### config.mk
export PLATFORM = sky130hd
export DESIGN_NAME = sdr_cmd_decoder_flat
export DESIGN_NICKNAME = d
export VERILOG_FILES = /design/src/rtl/sdr_cmd_decoder_pkg.sv /design/src/rtl/sdr_cmd_decoder_if.sv /design/src/rtl/sdr_cmd_decoder_bank_tracker.sv /design/src/rtl/sdr_cmd_decoder.sv /design/src/flat_wrapper.sv
export SDC_FILE = /design/constraint.sdc
export NUM_CORES = 1
export LEC_CHECK = 0
export ABC_AREA = 1
export CAP_MARGIN = 20
export CELL_PAD_IN_SITES_DETAIL_PLACEMENT = 0
export CELL_PAD_IN_SITES_GLOBAL_PLACEMENT = 2
export CORE_ASPECT_RATIO = 0.9
export CORE_UTILIZATION = 30
export CTS_BUF_LIST = sky130_fd_sc_hd__clkbuf_16
export DETAILED_ROUTE_END_ITERATION = 7
export PLACE_DENSITY_LB_ADDON = 0.12
export SYNTH_ARGS = -nofsm -noshare
export SYNTH_HDL_FRONTEND = slang
export SYNTH_SLANG_ARGS = --single-unit
### constraint.sdc
create_clock -name sdram_clk -period 3 [get_ports sdram_clk]
set_clock_uncertainty 0.2 [all_clocks]
set_input_delay 0.45 -clock sdram_clk [delete_from_list [all_inputs] [get_ports sdram_clk]]
set_output_delay 0.45 -clock sdram_clk [all_outputs]
set_load 0.05 [all_outputs]
### src/rtl/sdr_cmd_decoder_pkg.sv
`default_nettype none
// ============================================================================
//  Module      : sdr_cmd_pkg
//  Description : Shared types and default timing for the SDRAM command
//                decoder / protocol checker.
//                  cmd_t      - decoded command stream value
//                  viol_t     - violation code (lower value = higher priority)
//                  bank_st_t  - per-bank lifecycle state
//                  init_st_t  - power-up init sequence tracker state
//  Revision    : 1.0 - initial release
// ============================================================================
package sdr_cmd_pkg;

    typedef enum logic [2:0] {
        CMD_NOP = 3'd0,
        CMD_ACT = 3'd1,
        CMD_RD  = 3'd2,
        CMD_WR  = 3'd3,
        CMD_PRE = 3'd4,
        CMD_REF = 3'd5,
        CMD_MRS = 3'd6,
        CMD_BST = 3'd7
    } cmd_t;

    typedef enum logic [2:0] {
        V_NONE      = 3'd0,
        V_TRFC_BUSY = 3'd1,
        V_ACT_OPEN  = 3'd2,
        V_TRP       = 3'd3,
        V_TRCD      = 3'd4,
        V_RW_IDLE   = 3'd5,
        V_REF_OPEN  = 3'd6,
        V_MRS_OPEN  = 3'd7
    } viol_t;

    typedef enum logic [1:0] {
        BANK_IDLE        = 2'd0,
        BANK_ACTIVATING  = 2'd1,
        BANK_ACTIVE      = 2'd2,
        BANK_PRECHARGING = 2'd3
    } bank_st_t;

    typedef enum logic [2:0] {
        INIT_WAIT_PRE  = 3'd0,
        INIT_WAIT_REF1 = 3'd1,
        INIT_WAIT_REF2 = 3'd2,
        INIT_WAIT_MRS  = 3'd3,
        INIT_DONE      = 3'd4
    } init_st_t;

    localparam int C_TRCD      = 3;
    localparam int C_TRP       = 3;
    localparam int C_TRFC      = 7;
    localparam int C_TMRD      = 2;
    localparam int C_AW        = 13;
    localparam int C_NUM_BANKS = 4;
    localparam int C_A10       = 10;

    function automatic int max2(input int a, input int b);
        return (a > b) ? a : b;
    endfunction

endpackage
`default_nettype wire

### src/rtl/sdr_cmd_decoder_if.sv
`default_nettype none
// ============================================================================
//  Module      : sdr_cmd_decoder_if
//  Description : SDRAM pin bus plus the decoded command / checker outputs.
//                master : drives the command pins (controller side),
//                         observes the decoded stream.
//                slave  : samples the command pins (decoder side),
//                         drives the decoded stream.
//  Ports       : sdr_cke, sdr_cs_n, sdr_ras_n, sdr_cas_n, sdr_we_n,
//                sdr_ba[1:0], sdr_addr[AW-1:0]          (pins)
//                cmd_valid, cmd_code, cmd_ba, cmd_addr, bank_open[3:0],
//                init_done, viol, viol_code, viol_cnt[7:0] (decoded)
//  Revision    : 1.0 - initial release
// ============================================================================
interface sdr_cmd_decoder_if #(
    parameter int AW = 13
);
    import sdr_cmd_pkg::*;

    logic          sdr_cke;
    logic          sdr_cs_n;
    logic          sdr_ras_n;
    logic          sdr_cas_n;
    logic          sdr_we_n;
    logic [1:0]    sdr_ba;
    logic [AW-1:0] sdr_addr;

    logic          cmd_valid;
    cmd_t          cmd_code;
    logic [1:0]    cmd_ba;
    logic [AW-1:0] cmd_addr;
    logic [3:0]    bank_open;
    logic          init_done;
    logic          viol;
    viol_t         viol_code;
    logic [7:0]    viol_cnt;

    modport master (
        output sdr_cke, sdr_cs_n, sdr_ras_n, sdr_cas_n, sdr_we_n, sdr_ba, sdr_addr,
        input  cmd_valid, cmd_code, cmd_ba, cmd_addr, bank_open, init_done,
               viol, viol_code, viol_cnt
    );

    modport slave (
        input  sdr_cke, sdr_cs_n, sdr_ras_n, sdr_cas_n, sdr_we_n, sdr_ba, sdr_addr,
        output cmd_valid, cmd_code, cmd_ba, cmd_addr, bank_open, init_done,
               viol, viol_code, viol_cnt
    );

endinterface
`default_nettype wire

### src/rtl/sdr_cmd_decoder_bank_tracker.sv
`default_nettype none
// ============================================================================
//  Module      : sdr_bank_tracker
//  Description : One SDRAM bank's open/closed FSM with its tRCD/tRP counter.
//  Ports       : clk, rst_n      - clock, asynchronous active-low reset
//                i_act           - legal ACT to this bank
//                i_pre           - legal PRE / PRE-all covering this bank
//                i_auto_pre      - legal RD/WR with auto-precharge to this bank
//                o_state         - registered bank state
//                o_eff_state     - state as seen by a command this cycle
//  Revision    : 1.0 - initial release
// ============================================================================
module sdr_bank_tracker
    import sdr_cmd_pkg::*;
#(
    parameter int TRCD = C_TRCD,
    parameter int TRP  = C_TRP
) (
    input  logic     clk,
    input  logic     rst_n,
    input  logic     i_act,
    input  logic     i_pre,
    input  logic     i_auto_pre,
    output bank_st_t o_state,
    output bank_st_t o_eff_state
);

    localparam int CW = (max2(TRCD, TRP) < 2) ? 1 : $clog2(max2(TRCD, TRP) + 1);

    bank_st_t      st_q, st_d, eff_st;
    logic [CW-1:0] cnt_q, cnt_d;

    // A timed state whose counter has reached zero is finished this cycle:
    // the command sampled on this edge already sees the settled state.
    // That is what makes an ACT at edge N followed by RD at edge N+TRCD legal.
    always_comb begin
        eff_st = st_q;
        if (cnt_q == '0) begin
            if (st_q == BANK_ACTIVATING) begin
                eff_st = BANK_ACTIVE;
            end else if (st_q == BANK_PRECHARGING) begin
                eff_st = BANK_IDLE;
            end
        end
    end

    always_comb begin
        st_d  = eff_st;
        cnt_d = (cnt_q != '0) ? (cnt_q - 1'b1) : cnt_q;
        case (eff_st)
            BANK_IDLE: begin
                if (i_act) begin
                    st_d  = BANK_ACTIVATING;
                    cnt_d = CW'(TRCD - 1);
                end
            end
            BANK_ACTIVATING: begin
                if (i_pre) begin
                    st_d  = BANK_PRECHARGING;
                    cnt_d = CW'(TRP - 1);
                end
            end
            BANK_ACTIVE: begin
                if (i_pre || i_auto_pre) begin
                    st_d  = BANK_PRECHARGING;
                    cnt_d = CW'(TRP - 1);
                end
            end
            default: begin
            end
        endcase
    end

    always_ff @(posedge clk or negedge rst_n) begin
        if (!rst_n) begin
            st_q  <= BANK_IDLE;
            cnt_q <= '0;
        end else begin
            st_q  <= st_d;
            cnt_q <= cnt_d;
        end
    end

    assign o_state     = st_q;
    assign o_eff_state = eff_st;

endmodule
`default_nettype wire

### src/rtl/sdr_cmd_decoder.sv
`default_nettype none
// ============================================================================
//  Module      : sdr_cmd_decoder
//  Description : Device-side SDRAM command decoder and protocol checker.
//                Registers each pin command, reports it as a typed stream,
//                tracks per-bank state, tRFC/tMRD busy time and the power-up
//                init sequence, and flags protocol violations.
//  Ports       : sdram_clk    - sole clock
//                sdram_resetn - asynchronous active-low reset
//                bus          - sdr_cmd_decoder_if.slave (pins in,
//                               decoded stream / checker results out)
//  Revision    : 1.0 - initial release
// ============================================================================
module sdr_cmd_decoder
    import sdr_cmd_pkg::*;
#(
    parameter int TRCD = C_TRCD,
    parameter int TRP  = C_TRP,
    parameter int TRFC = C_TRFC,
    parameter int TMRD = C_TMRD,
    parameter int AW   = C_AW
) (
    input  logic               sdram_clk,
    input  logic               sdram_resetn,
    sdr_cmd_decoder_if.slave   bus
);

    localparam int BW = (max2(TRFC, TMRD) < 2) ? 1 : $clog2(max2(TRFC, TMRD) + 1);

    cmd_t      cmd;
    viol_t     vcode;
    logic      cmd_ok;
    logic      a10;
    logic      any_open;
    bank_st_t  bank_st  [C_NUM_BANKS];
    bank_st_t  bank_eff [C_NUM_BANKS];
    bank_st_t  tgt_st;
    logic [C_NUM_BANKS-1:0] act_stb, pre_stb, apre_stb;

    logic          cmd_valid_q, cmd_valid_d;
    cmd_t          cmd_code_q,  cmd_code_d;
    logic [1:0]    cmd_ba_q,    cmd_ba_d;
    logic [AW-1:0] cmd_addr_q,  cmd_addr_d;
    logic          viol_q,      viol_d;
    viol_t         viol_code_q, viol_code_d;
    logic [7:0]    viol_cnt_q,  viol_cnt_d;
    logic [BW-1:0] busy_q,      busy_d;
    init_st_t      init_q,      init_d;
    logic          init_done_q, init_done_d;

    assign a10 = bus.sdr_addr[C_A10];

    // ---------------- pin decode ----------------
    always_comb begin
        cmd = CMD_NOP;
        if (bus.sdr_cke && !bus.sdr_cs_n) begin
            case ({bus.sdr_ras_n, bus.sdr_cas_n, bus.sdr_we_n})
                3'b011:  cmd = CMD_ACT;
                3'b101:  cmd = CMD_RD;
                3'b100:  cmd = CMD_WR;
                3'b010:  cmd = CMD_PRE;
                3'b001:  cmd = CMD_REF;
                3'b000:  cmd = CMD_MRS;
                3'b110:  cmd = CMD_BST;
                default: cmd = CMD_NOP;
            endcase
        end
    end

    // ---------------- violation priority ----------------
    always_comb begin
        any_open = 1'b0;
        for (int b = 0; b < C_NUM_BANKS; b++) begin
            if (bank_eff[b] != BANK_IDLE) begin
                any_open = 1'b1;
            end
        end
    end

    assign tgt_st = bank_eff[bus.sdr_ba];

    // Only one of codes 2..7 can apply to a given command, so the sole
    // priority decision is busy (code 1) over everything else.
    always_comb begin
        vcode = V_NONE;
        if (cmd != CMD_NOP) begin
            if (busy_q != '0) begin
                vcode = V_TRFC_BUSY;
            end else begin
                case (cmd)
                    CMD_ACT: begin
                        if (tgt_st == BANK_ACTIVATING || tgt_st == BANK_ACTIVE) begin
                            vcode = V_ACT_OPEN;
                        end else if (tgt_st == BANK_PRECHARGING) begin
                            vcode = V_TRP;
                        end
                    end
                    CMD_RD, CMD_WR: begin
                        if (tgt_st == BANK_ACTIVATING) begin
                            vcode = V_TRCD;
                        end else if (tgt_st != BANK_ACTIVE) begin
                            vcode = V_RW_IDLE;
                        end
                    end
                    CMD_REF: if (any_open) vcode = V_REF_OPEN;
                    CMD_MRS: if (any_open) vcode = V_MRS_OPEN;
                    default: begin
                    end
                endcase
            end
        end
    end

    // A violating command changes no tracked state.
    assign cmd_ok = (cmd != CMD_NOP) && (vcode == V_NONE);

    // ---------------- bank trackers ----------------
    for (genvar b = 0; b < C_NUM_BANKS; b++) begin : g_bank
        assign act_stb[b]  = cmd_ok && (cmd == CMD_ACT) && (bus.sdr_ba == 2'(b));
        assign pre_stb[b]  = cmd_ok && (cmd == CMD_PRE) && (a10 || (bus.sdr_ba == 2'(b)));
        assign apre_stb[b] = cmd_ok && (cmd == CMD_RD || cmd == CMD_WR) && a10
                             && (bus.sdr_ba == 2'(b));

        sdr_bank_tracker #(
            .TRCD (TRCD),
            .TRP  (TRP)
        ) u_bank (
            .clk         (sdram_clk),
            .rst_n       (sdram_resetn),
            .i_act       (act_stb[b]),
            .i_pre       (pre_stb[b]),
            .i_auto_pre  (apre_stb[b]),
            .o_state     (bank_st[b]),
            .o_eff_state (bank_eff[b])
        );

        assign bus.bank_open[b] = (bank_st[b] == BANK_ACTIVE);
    end

    // ---------------- busy counter, output stream, viol_cnt ----------------
    always_comb begin
        busy_d = (busy_q != '0) ? (busy_q - 1'b1) : busy_q;
        if (cmd_ok && cmd == CMD_REF) begin
            busy_d = BW'(TRFC - 1);
        end else if (cmd_ok && cmd == CMD_MRS) begin
            busy_d = BW'(TMRD - 1);
        end

        cmd_valid_d = (cmd != CMD_NOP);
        cmd_code_d  = cmd;
        cmd_ba_d    = (cmd != CMD_NOP) ? bus.sdr_ba   : '0;
        cmd_addr_d  = (cmd != CMD_NOP) ? bus.sdr_addr : '0;
        viol_d      = (vcode != V_NONE);
        viol_code_d = vcode;

        viol_cnt_d = viol_cnt_q;
        if (vcode != V_NONE && viol_cnt_q != 8'hFF) begin
            viol_cnt_d = viol_cnt_q + 8'd1;
        end
    end

    // ---------------- init sequence tracker ----------------
    always_comb begin
        init_d = init_q;
        if (cmd_ok) begin
            case (init_q)
                INIT_WAIT_PRE:  if (cmd == CMD_PRE && a10) init_d = INIT_WAIT_REF1;
                INIT_WAIT_REF1: if (cmd == CMD_REF)        init_d = INIT_WAIT_REF2;
                INIT_WAIT_REF2: if (cmd == CMD_REF)        init_d = INIT_WAIT_MRS;
                INIT_WAIT_MRS:  if (cmd == CMD_MRS)        init_d = INIT_DONE;
                default:                                   init_d = init_q;
            endcase
        end
        // Flag follows the tracker by one cycle, so it rises the cycle after
        // the completing MRS is reported.
        init_done_d = init_done_q || (init_q == INIT_DONE);
    end

    always_ff @(posedge sdram_clk or negedge sdram_resetn) begin
        if (!sdram_resetn) begin
            cmd_valid_q <= 1'b0;
            cmd_code_q  <= CMD_NOP;
            cmd_ba_q    <= '0;
            cmd_addr_q  <= '0;
            viol_q      <= 1'b0;
            viol_code_q <= V_NONE;
            viol_cnt_q  <= '0;
            busy_q      <= '0;
            init_q      <= INIT_WAIT_PRE;
            init_done_q <= 1'b0;
        end else begin
            cmd_valid_q <= cmd_valid_d;
            cmd_code_q  <= cmd_code_d;
            cmd_ba_q    <= cmd_ba_d;
            cmd_addr_q  <= cmd_addr_d;
            viol_q      <= viol_d;
            viol_code_q <= viol_code_d;
            viol_cnt_q  <= viol_cnt_d;
            busy_q      <= busy_d;
            init_q      <= init_d;
            init_done_q <= init_done_d;
        end
    end

    assign bus.cmd_valid = cmd_valid_q;
    assign bus.cmd_code  = cmd_code_q;
    assign bus.cmd_ba    = cmd_ba_q;
    assign bus.cmd_addr  = cmd_addr_q;
    assign bus.viol      = viol_q;
    assign bus.viol_code = viol_code_q;
    assign bus.viol_cnt  = viol_cnt_q;
    assign bus.init_done = init_done_q;

endmodule
`default_nettype wire
### src/flat_wrapper.sv
// flat-port wrapper written by rule: the top's interface ports become plain ports
module sdr_cmd_decoder_flat import sdr_cmd_pkg::*;
#(
    parameter int TRCD = C_TRCD,
    parameter int TRP  = C_TRP,
    parameter int TRFC = C_TRFC,
    parameter int TMRD = C_TMRD,
    parameter int AW   = C_AW
)
  (sdram_clk, sdram_resetn, bus_sdr_cke, bus_sdr_cs_n, bus_sdr_ras_n, bus_sdr_cas_n, bus_sdr_we_n, bus_sdr_ba, bus_sdr_addr, bus_cmd_valid, bus_cmd_code, bus_cmd_ba, bus_cmd_addr, bus_bank_open, bus_init_done, bus_viol, bus_viol_code, bus_viol_cnt);
  sdr_cmd_decoder_if #(.AW(AW)) bus_i ();
  input  logic sdram_clk;
  input  logic sdram_resetn;
  input wire logic [$bits(bus_i.sdr_cke)-1:0] bus_sdr_cke;
  input wire logic [$bits(bus_i.sdr_cs_n)-1:0] bus_sdr_cs_n;
  input wire logic [$bits(bus_i.sdr_ras_n)-1:0] bus_sdr_ras_n;
  input wire logic [$bits(bus_i.sdr_cas_n)-1:0] bus_sdr_cas_n;
  input wire logic [$bits(bus_i.sdr_we_n)-1:0] bus_sdr_we_n;
  input wire logic [$bits(bus_i.sdr_ba)-1:0] bus_sdr_ba;
  input wire logic [$bits(bus_i.sdr_addr)-1:0] bus_sdr_addr;
  output wire logic [$bits(bus_i.cmd_valid)-1:0] bus_cmd_valid;
  output wire logic [$bits(bus_i.cmd_code)-1:0] bus_cmd_code;
  output wire logic [$bits(bus_i.cmd_ba)-1:0] bus_cmd_ba;
  output wire logic [$bits(bus_i.cmd_addr)-1:0] bus_cmd_addr;
  output wire logic [$bits(bus_i.bank_open)-1:0] bus_bank_open;
  output wire logic [$bits(bus_i.init_done)-1:0] bus_init_done;
  output wire logic [$bits(bus_i.viol)-1:0] bus_viol;
  output wire logic [$bits(bus_i.viol_code)-1:0] bus_viol_code;
  output wire logic [$bits(bus_i.viol_cnt)-1:0] bus_viol_cnt;
  assign bus_i.sdr_cke = bus_sdr_cke;
  assign bus_i.sdr_cs_n = bus_sdr_cs_n;
  assign bus_i.sdr_ras_n = bus_sdr_ras_n;
  assign bus_i.sdr_cas_n = bus_sdr_cas_n;
  assign bus_i.sdr_we_n = bus_sdr_we_n;
  assign bus_i.sdr_ba = bus_sdr_ba;
  assign bus_i.sdr_addr = bus_sdr_addr;
  assign bus_cmd_valid = bus_i.cmd_valid;
  assign bus_cmd_code = bus_i.cmd_code;
  assign bus_cmd_ba = bus_i.cmd_ba;
  assign bus_cmd_addr = bus_i.cmd_addr;
  assign bus_bank_open = bus_i.bank_open;
  assign bus_init_done = bus_i.init_done;
  assign bus_viol = bus_i.viol;
  assign bus_viol_code = bus_i.viol_code;
  assign bus_viol_cnt = bus_i.viol_cnt;
  sdr_cmd_decoder #(.TRCD(TRCD), .TRP(TRP), .TRFC(TRFC), .TMRD(TMRD), .AW(AW)) u_core (.sdram_clk(sdram_clk), .sdram_resetn(sdram_resetn), .bus(bus_i));
endmodule
==> impl_metrics.toml, run 1 <==
[grt]
grt_usage = 0.158
grt_pass1_wl_um = 13000
grt_pass1_vias = 2676
grt-ovfl-total = 0
antenna_found_initial = 0
grt_max_degree = 55

[layout]
area_delta_synth_final_pct = 46.2
diodes = 0
fin_cells = 609
fin_area_um2 = 4410
postLayoutCoreUtil = 0.454
final_nets = 514
drive_above_1_share = 0.234

[synthesis]
yosysSeqAreaShare = 0.448
yosysTopAreaCell = "dfrtp_1"
synth_edf_count = 0
yosysUniqueCellTypes = 35
async_flop_share = 1.00
synth_common_cells = "nand2_1 (84), inv_1 (63), dfrtp_1 (54)"
postSynthCellCount = 378
synth_area_leaders = "dfrtp_1 (45%), nand2_1 (10%), inv_1 (7.8%)"
yosysTopAreaCellShare = 0.448
yosysMostFrequentCell = "nand2_1"
syn-cell-area_um2 = 3020
syn_avg_cell_area_um2 = 7.98
synth_fp_nets = 410
ys_ff_latch = 54
synth_ff_type = "dfrtp_1"
ys_warn_count = 0

[drt]
drtPass1Iterations = 4
drc = 0
avgRoutedWirePerCell_um = 12.7
ant_nets = 0
vias = 2709
viasPerCell = 4.45
wirelength_um = 7730
drt_iter0_markers = 111

[floorplanning]
row_count = 34
start_util = 0.311
die_h_um = 97.1
core-area_um2 = 9700
dieArea_um2 = 10500
pin_count = 58
die_width_um = 108

[setup_path]
crit_fanout = 8
worstPathRequired_ps = 3020
crit_arrival_ps = 3010
path_class = "primary input to flip-flop"
rrSetupSlack_ps = 40
crit_path_end_kind = "flip-flop"
start_kind = "primary input"

[cts]
path_clk_slew_ps = 80
cts_buffers = 5
clock_path_buffers = 2
htree_num_levels = 2
ctsHoldBuffers = 0
cts.sinks = 54
cts_tree = "done"
clk_latency_ps = 290
cts_root_buffer = "clkbuf_16"

[placement]
dp_cells = 594
gp_congestion = 0.803
dp_slack_ps = -345
place_hpwl_um = 6010
postPlaceCellArea_um2 = 4030
io_buffers = 57

[sta]
fin_crit_ps = 3000
finalCritPeriodShare = 0.999
rsz0062_at_grt = "yes"
finalSetupTns_ps = 0
slew_violations = 0
worst_pin_slew_ps = 699
worst_hold_slack_ps = 86.6
max-slew-margin-rel = 0.534
worst_slack_ps = 3.37
clock.fmax_mhz = 334
setup_viol = 0
hold_viol = 0

[pwr]
total_power_mw = 3.37
vdd_ir_drop_max_mv = 0.472
p_per_area_nw_per_um2 = 766
p_leak_nw = 2.33

[run_status]
status = "complete, no violations"

[worst_hold_path]
hp-class = "primary input to asynchronous set/reset pin"

[job]
drv_cap = 0
-- flip-flops by register name, summed over array words and instances, names as in the netlist, 3 cells and up --
signal / count
u_core.bus.cmd_addr: 13
u_core.bus.cmd_code: 3
u_core.bus.viol_cnt: 8
u_core.bus.viol_code: 3
u_core.busy_q: 3
u_core.g_bank.u_bank.cnt_q: 8
u_core.g_bank.u_bank.o_state: 8
u_core.init_q: 3
-- logic make-up (layout without fill, tap and decap cells) --
logic type	Yosys count	count (layout)	share of synthesized area
AND/OR/NAND/NOR	204	204	0.338
buffers and inverters	79	184	0.102
flip-flops	54	54	0.448
AO/OA/AOI/OAI	21	21	0.0402
adder cells (fa/ha/maj)	10	10	0.0415
XOR/XNOR	9	9	0.0261
multiplexers	1	1	0.00373
-- power breakdown --
group          switching [mW]  leakage, nW  internal (mW)  total [mW]
registers               0.106        0.699          0.871       0.977
logic                    1.05         1.54          0.678        1.72
clock network           0.275       0.0844          0.399       0.674
-- layer usage --
| layer | wire length, um | track usage | vias to the layer above |
|---|---|---|---|
| met5 | 0 | 0 | - |
| met4 | 34 | 0.0221 | 0 |
| met3 | 208 | 0.0288 | 4 |
| met2 | 3480 | 0.243 | 40 |
| met1 | 4000 | 0.236 | 1267 |
| li1 | - | - | 1398 |
-- path summary, 6_finish.rpt --
kind | from | to | cells past startpoint
max in group asynchronous | sdram_resetn | u_core.g_bank[3].u_bank.cnt_q[0]$_DFF_PN0_ | 2
worst min-delay path | sdram_resetn | u_core.init_q[1]$_DFFE_PN0P_ | 2
worst min register to register | u_core.bus.init_done$_DFF_PN0_ | u_core.bus.init_done$_DFF_PN0_ | 1
worst max register to register | u_core.g_bank[0].u_bank.o_state[0]$_DFF_PN0_ | u_core.g_bank[1].u_bank.o_state[1]$_DFF_PN0_ | 20
worst max-delay path | bus_sdr_ba[0] | u_core.g_bank[1].u_bank.o_state[1]$_DFF_PN0_ | 17
min in group sdram_clk | u_core.bus.init_done$_DFF_PN0_ | u_core.bus.init_done$_DFF_PN0_ | 1
-- cell type report --
| type | instances | area (um2) |
|---|---|---|
| clock buffers | 5 | 125 |
| multi-input cells | 245 | 1500 |
| repair buffers | 100 | 932 |
| fillers | 954 | 5290 |
| well taps | 126 | 158 |
| clock inverters | 3 | 47.5 |
| inverters | 76 | 293 |
| flip-flops and latches | 54 | 1350 |
-- what timing repair did --
action,4_1_cts,5_1_grt
setup buffers,0,7
pin swaps,0,12
resized for setup,2,38
endpoints found under the setup margin,2,28
-- critical path, stage by stage --
cell and delay [ps]:
clkdlybuf4s50_1 470, nor2_1 230, inv_1 90, o22ai_1 170, nor2_2 100, ha_1 300, inv_1 60, nor2_1 40
a21oi_1 140, nand3_2 100, nand2_4 100, inv_4 60, nor2_8 210, buf_12 150, nand3_4 90, buf_4 150
o21ai_2 90
-- placed cells by master, fill, tap and decap left out, types with 3 or more instances in the layout --
master and count:
nand2_2 9, clkdlybuf4s50_1 55, nand3_1 19, o21ai_1 5
a21oi_1 4, nand3_2 12, inv_2 13, dfrtp_1 54
ha_1 9, xor2_1 7, clkbuf_16 5, inv_1 61
nand3b_1 3, o21ai_0 4, nor2_1 35, buf_4 39
nand2_1 78, nand4_1 23, nor2_4 3, nor2_2 7
buf_12 3, nand3_4 3
Note: power is estimated with default switching activity, not from simulation.
==> run 2, diff against run 1 <==
--- a/config.mk
+++ b/config.mk
@@ -10,6 +10,7 @@
 export CELL_PAD_IN_SITES_DETAIL_PLACEMENT = 0
 export CELL_PAD_IN_SITES_GLOBAL_PLACEMENT = 2
 export CORE_ASPECT_RATIO = 0.9
+export CORE_MARGIN = 2
 export CORE_UTILIZATION = 30
 export CTS_BUF_LIST = sky130_fd_sc_hd__clkbuf_16
 export DETAILED_ROUTE_END_ITERATION = 7
@@ -17,3 +18,4 @@
 export SYNTH_ARGS = -nofsm -noshare
 export SYNTH_HDL_FRONTEND = slang
 export SYNTH_SLANG_ARGS = --single-unit
+export TNS_END_PERCENT = 1
==> impl_metrics.toml, run 2 (same netlist as run 1, synthesis figures left out) <==
[pwr]
netSwitchingPower_mw = 1.41
clockPowerShare = 0.195
total_power_mw = 3.36
vdd_ir_drop_max_mv = 0.528
p_leak_nw = 2.28
combPwrFrac = 0.512
p_int_mw = 1.95
p_per_area_nw_per_um2 = 774
power_frac_seq = 0.293
switching_share = 0.421

[floorplanning]
die_h_um = 99.1
dieArea_um2 = 10900
row_count = 34
die_width_um = 110
start_util = 0.310
pin_count = 58
core-area_um2 = 9740

[sta]
finalCritPeriodShare = 0.962
slew_violations = 0
fin_crit_ps = 2890
max-slew-margin-rel = 0.642
worst_pin_slew_ps = 535
setup_viol = 0
worst_slack_ps = 114
rsz0062_at_grt = "yes"
clock.fmax_mhz = 346
hold_viol = 0

[layout]
mostFrequentLayoutCells = "nand2_1 (79), inv_1 (60), clkdlybuf4s50_1 (55)"
fillers = 964
diodes = 0
drive_above_1_share = 0.226
final_nets = 513
largest_register_ffs = 13
layout_commonest_cell = "nand2_1"
area_delta_synth_final_pct = 44.0

[drt]
wirelength_um = 7800
drt_iter0_markers = 87
viasPerCell = 4.41
avgRoutedWirePerCell_um = 12.8
drtPass1Iterations = 4
ant_nets = 0
vias = 2679
drc = 0

[placement]
dp_slack_ps = -283
gp_congestion = 0.849
io_buffers = 57
place_hpwl_um = 6090

[run_status]
status = "complete, no violations"

[grt]
antenna_found_initial = 0
grt_usage = 0.153
grt-ovfl-total = 0
grt_pass1_wl_um = 13000
grt_max_degree = 32
grt_pass1_vias = 2702

[cts]
cts_tree = "done"
cts_root_buffer = "clkbuf_16"
cts_buffers = 5
htree_num_levels = 2
clk_latency_ps = 290
cts.sinks = 54
path_clk_slew_ps = 70
clock_path_buffers = 2

[setup_path]
crit_path_end_kind = "flip-flop"
crit_arrival_ps = 2900
start_kind = "flip-flop"
crit_path_max_incr_delay_ps = 390
path_class = "flip-flop to flip-flop"
cp_slowest_cell = "dfrtp_1"
worstPathRequired_ps = 3010
crit_chain = "ha_1, nand3b_1, nand2_2, inv_2, nand2_1, nand4_1, buf_4, ha_1, or2_0, nand2_1, nand2_2, nand2_4, inv_4, nand2_8, nand2_4, buf_4, nor3_4, xor2_1"
crit_fanout = 6

[job]
drv_cap = 0

[worst_hold_path]
hp-class = "flip-flop to flip-flop"
==> run 2: cell types whose count changed in the layout (fill, tap and decap cells not counted), sizes merged <==
cell | previous run | this run
clkinvlp | 0 | 1
buf | 44 | 41
nor2 | 46 | 47
clkinv | 1 | 0
dlygate4sd3 | 0 | 1
==> run 2: critical path: cells and delay by family (launching register included) <==
family        cells  cell delay, ps
xor+xnor          1             150
fa+ha+maj         2             460
buf+inv           4             420
flops             1             390
simple gates     11            1180
==> run 2: cell type report <==
class | count | area, um2 | share of cell area
clock buffers | 5 | 125 | 0.0288
clock inverters | 3 | 41.3 | 0.00951
inverters | 76 | 290 | 0.0669
multi-input cells | 246 | 1470 | 0.339
flip-flops and latches | 54 | 1350 | 0.311
well taps | 126 | 158 | 0.0363
repair buffers | 98 | 902 | 0.208
==> run 2: metrics by stage <==
stage	instance area (um2)	hold slack (ps)	utilization	std cells	setup TNS, ps
floorplan	3020	-45.6	-	378	0
global placement	3990	241	0.410	593	-5780
detailed placement	3990	252	0.410	593	-5650
CTS	4180	268	0.429	602	-1.09
global route	4340	291	0.446	608	-426
finish	4340	263	0.446	608	0
==> run 2: what timing repair did <==
action,in CTS,in global routing
endpoints found under the setup margin,1,30
hold endpoints to repair,23,0
cloned,0,1
gates resized for setup,1,33
hold buffers,1,0
pin swaps,0,17
setup buffers,0,5
==> run 2: power groups by stage <==
stage,clock (mW),combinational [mW],sequential (mW)
finish,0.657,1.72,0.983
global route,0.713,1.90,1.01
floorplan,0,0.826,1.19
CTS,0.675,1.59,0.986
global placement,0,1.59,0.997
detailed placement,0,1.58,0.995
==> run 2: final timing paths <==
kind | startpoint | slack [ps] | cells past startpoint | end
max in group asynchronous | sdram_resetn | 1780 | 3 | u_core.bus.cmd_ba[0]$_DFF_PN0_
worst max register to register | u_core.g_bank[1].u_bank.o_state[1]$_DFF_PN0_ | 110 | 18 | u_core.bus.viol_cnt[5]$_DFFE_PN0P_
worst min-delay path | u_core.bus.init_done$_DFF_PN0_ | 260 | 1 | u_core.bus.init_done$_DFF_PN0_
min in group asynchronous | sdram_resetn | 480 | 3 | u_core.init_q[1]$_DFFE_PN0P_
worst min register to register | u_core.bus.init_done$_DFF_PN0_ | 260 | 1 | u_core.bus.init_done$_DFF_PN0_
worst max-delay path | u_core.g_bank[1].u_bank.o_state[1]$_DFF_PN0_ | 110 | 18 | u_core.bus.viol_cnt[5]$_DFFE_PN0P_
==> run 2: per-layer routing <==
metal / wire, um / track usage / part of all wire
met5: 0 / 0 / 0
met4: 79 / 0.0341 / 0.010
met3: 201 / 0.0282 / 0.026
met2: 3430 / 0.234 / 0.44
met1: 4080 / 0.226 / 0.52
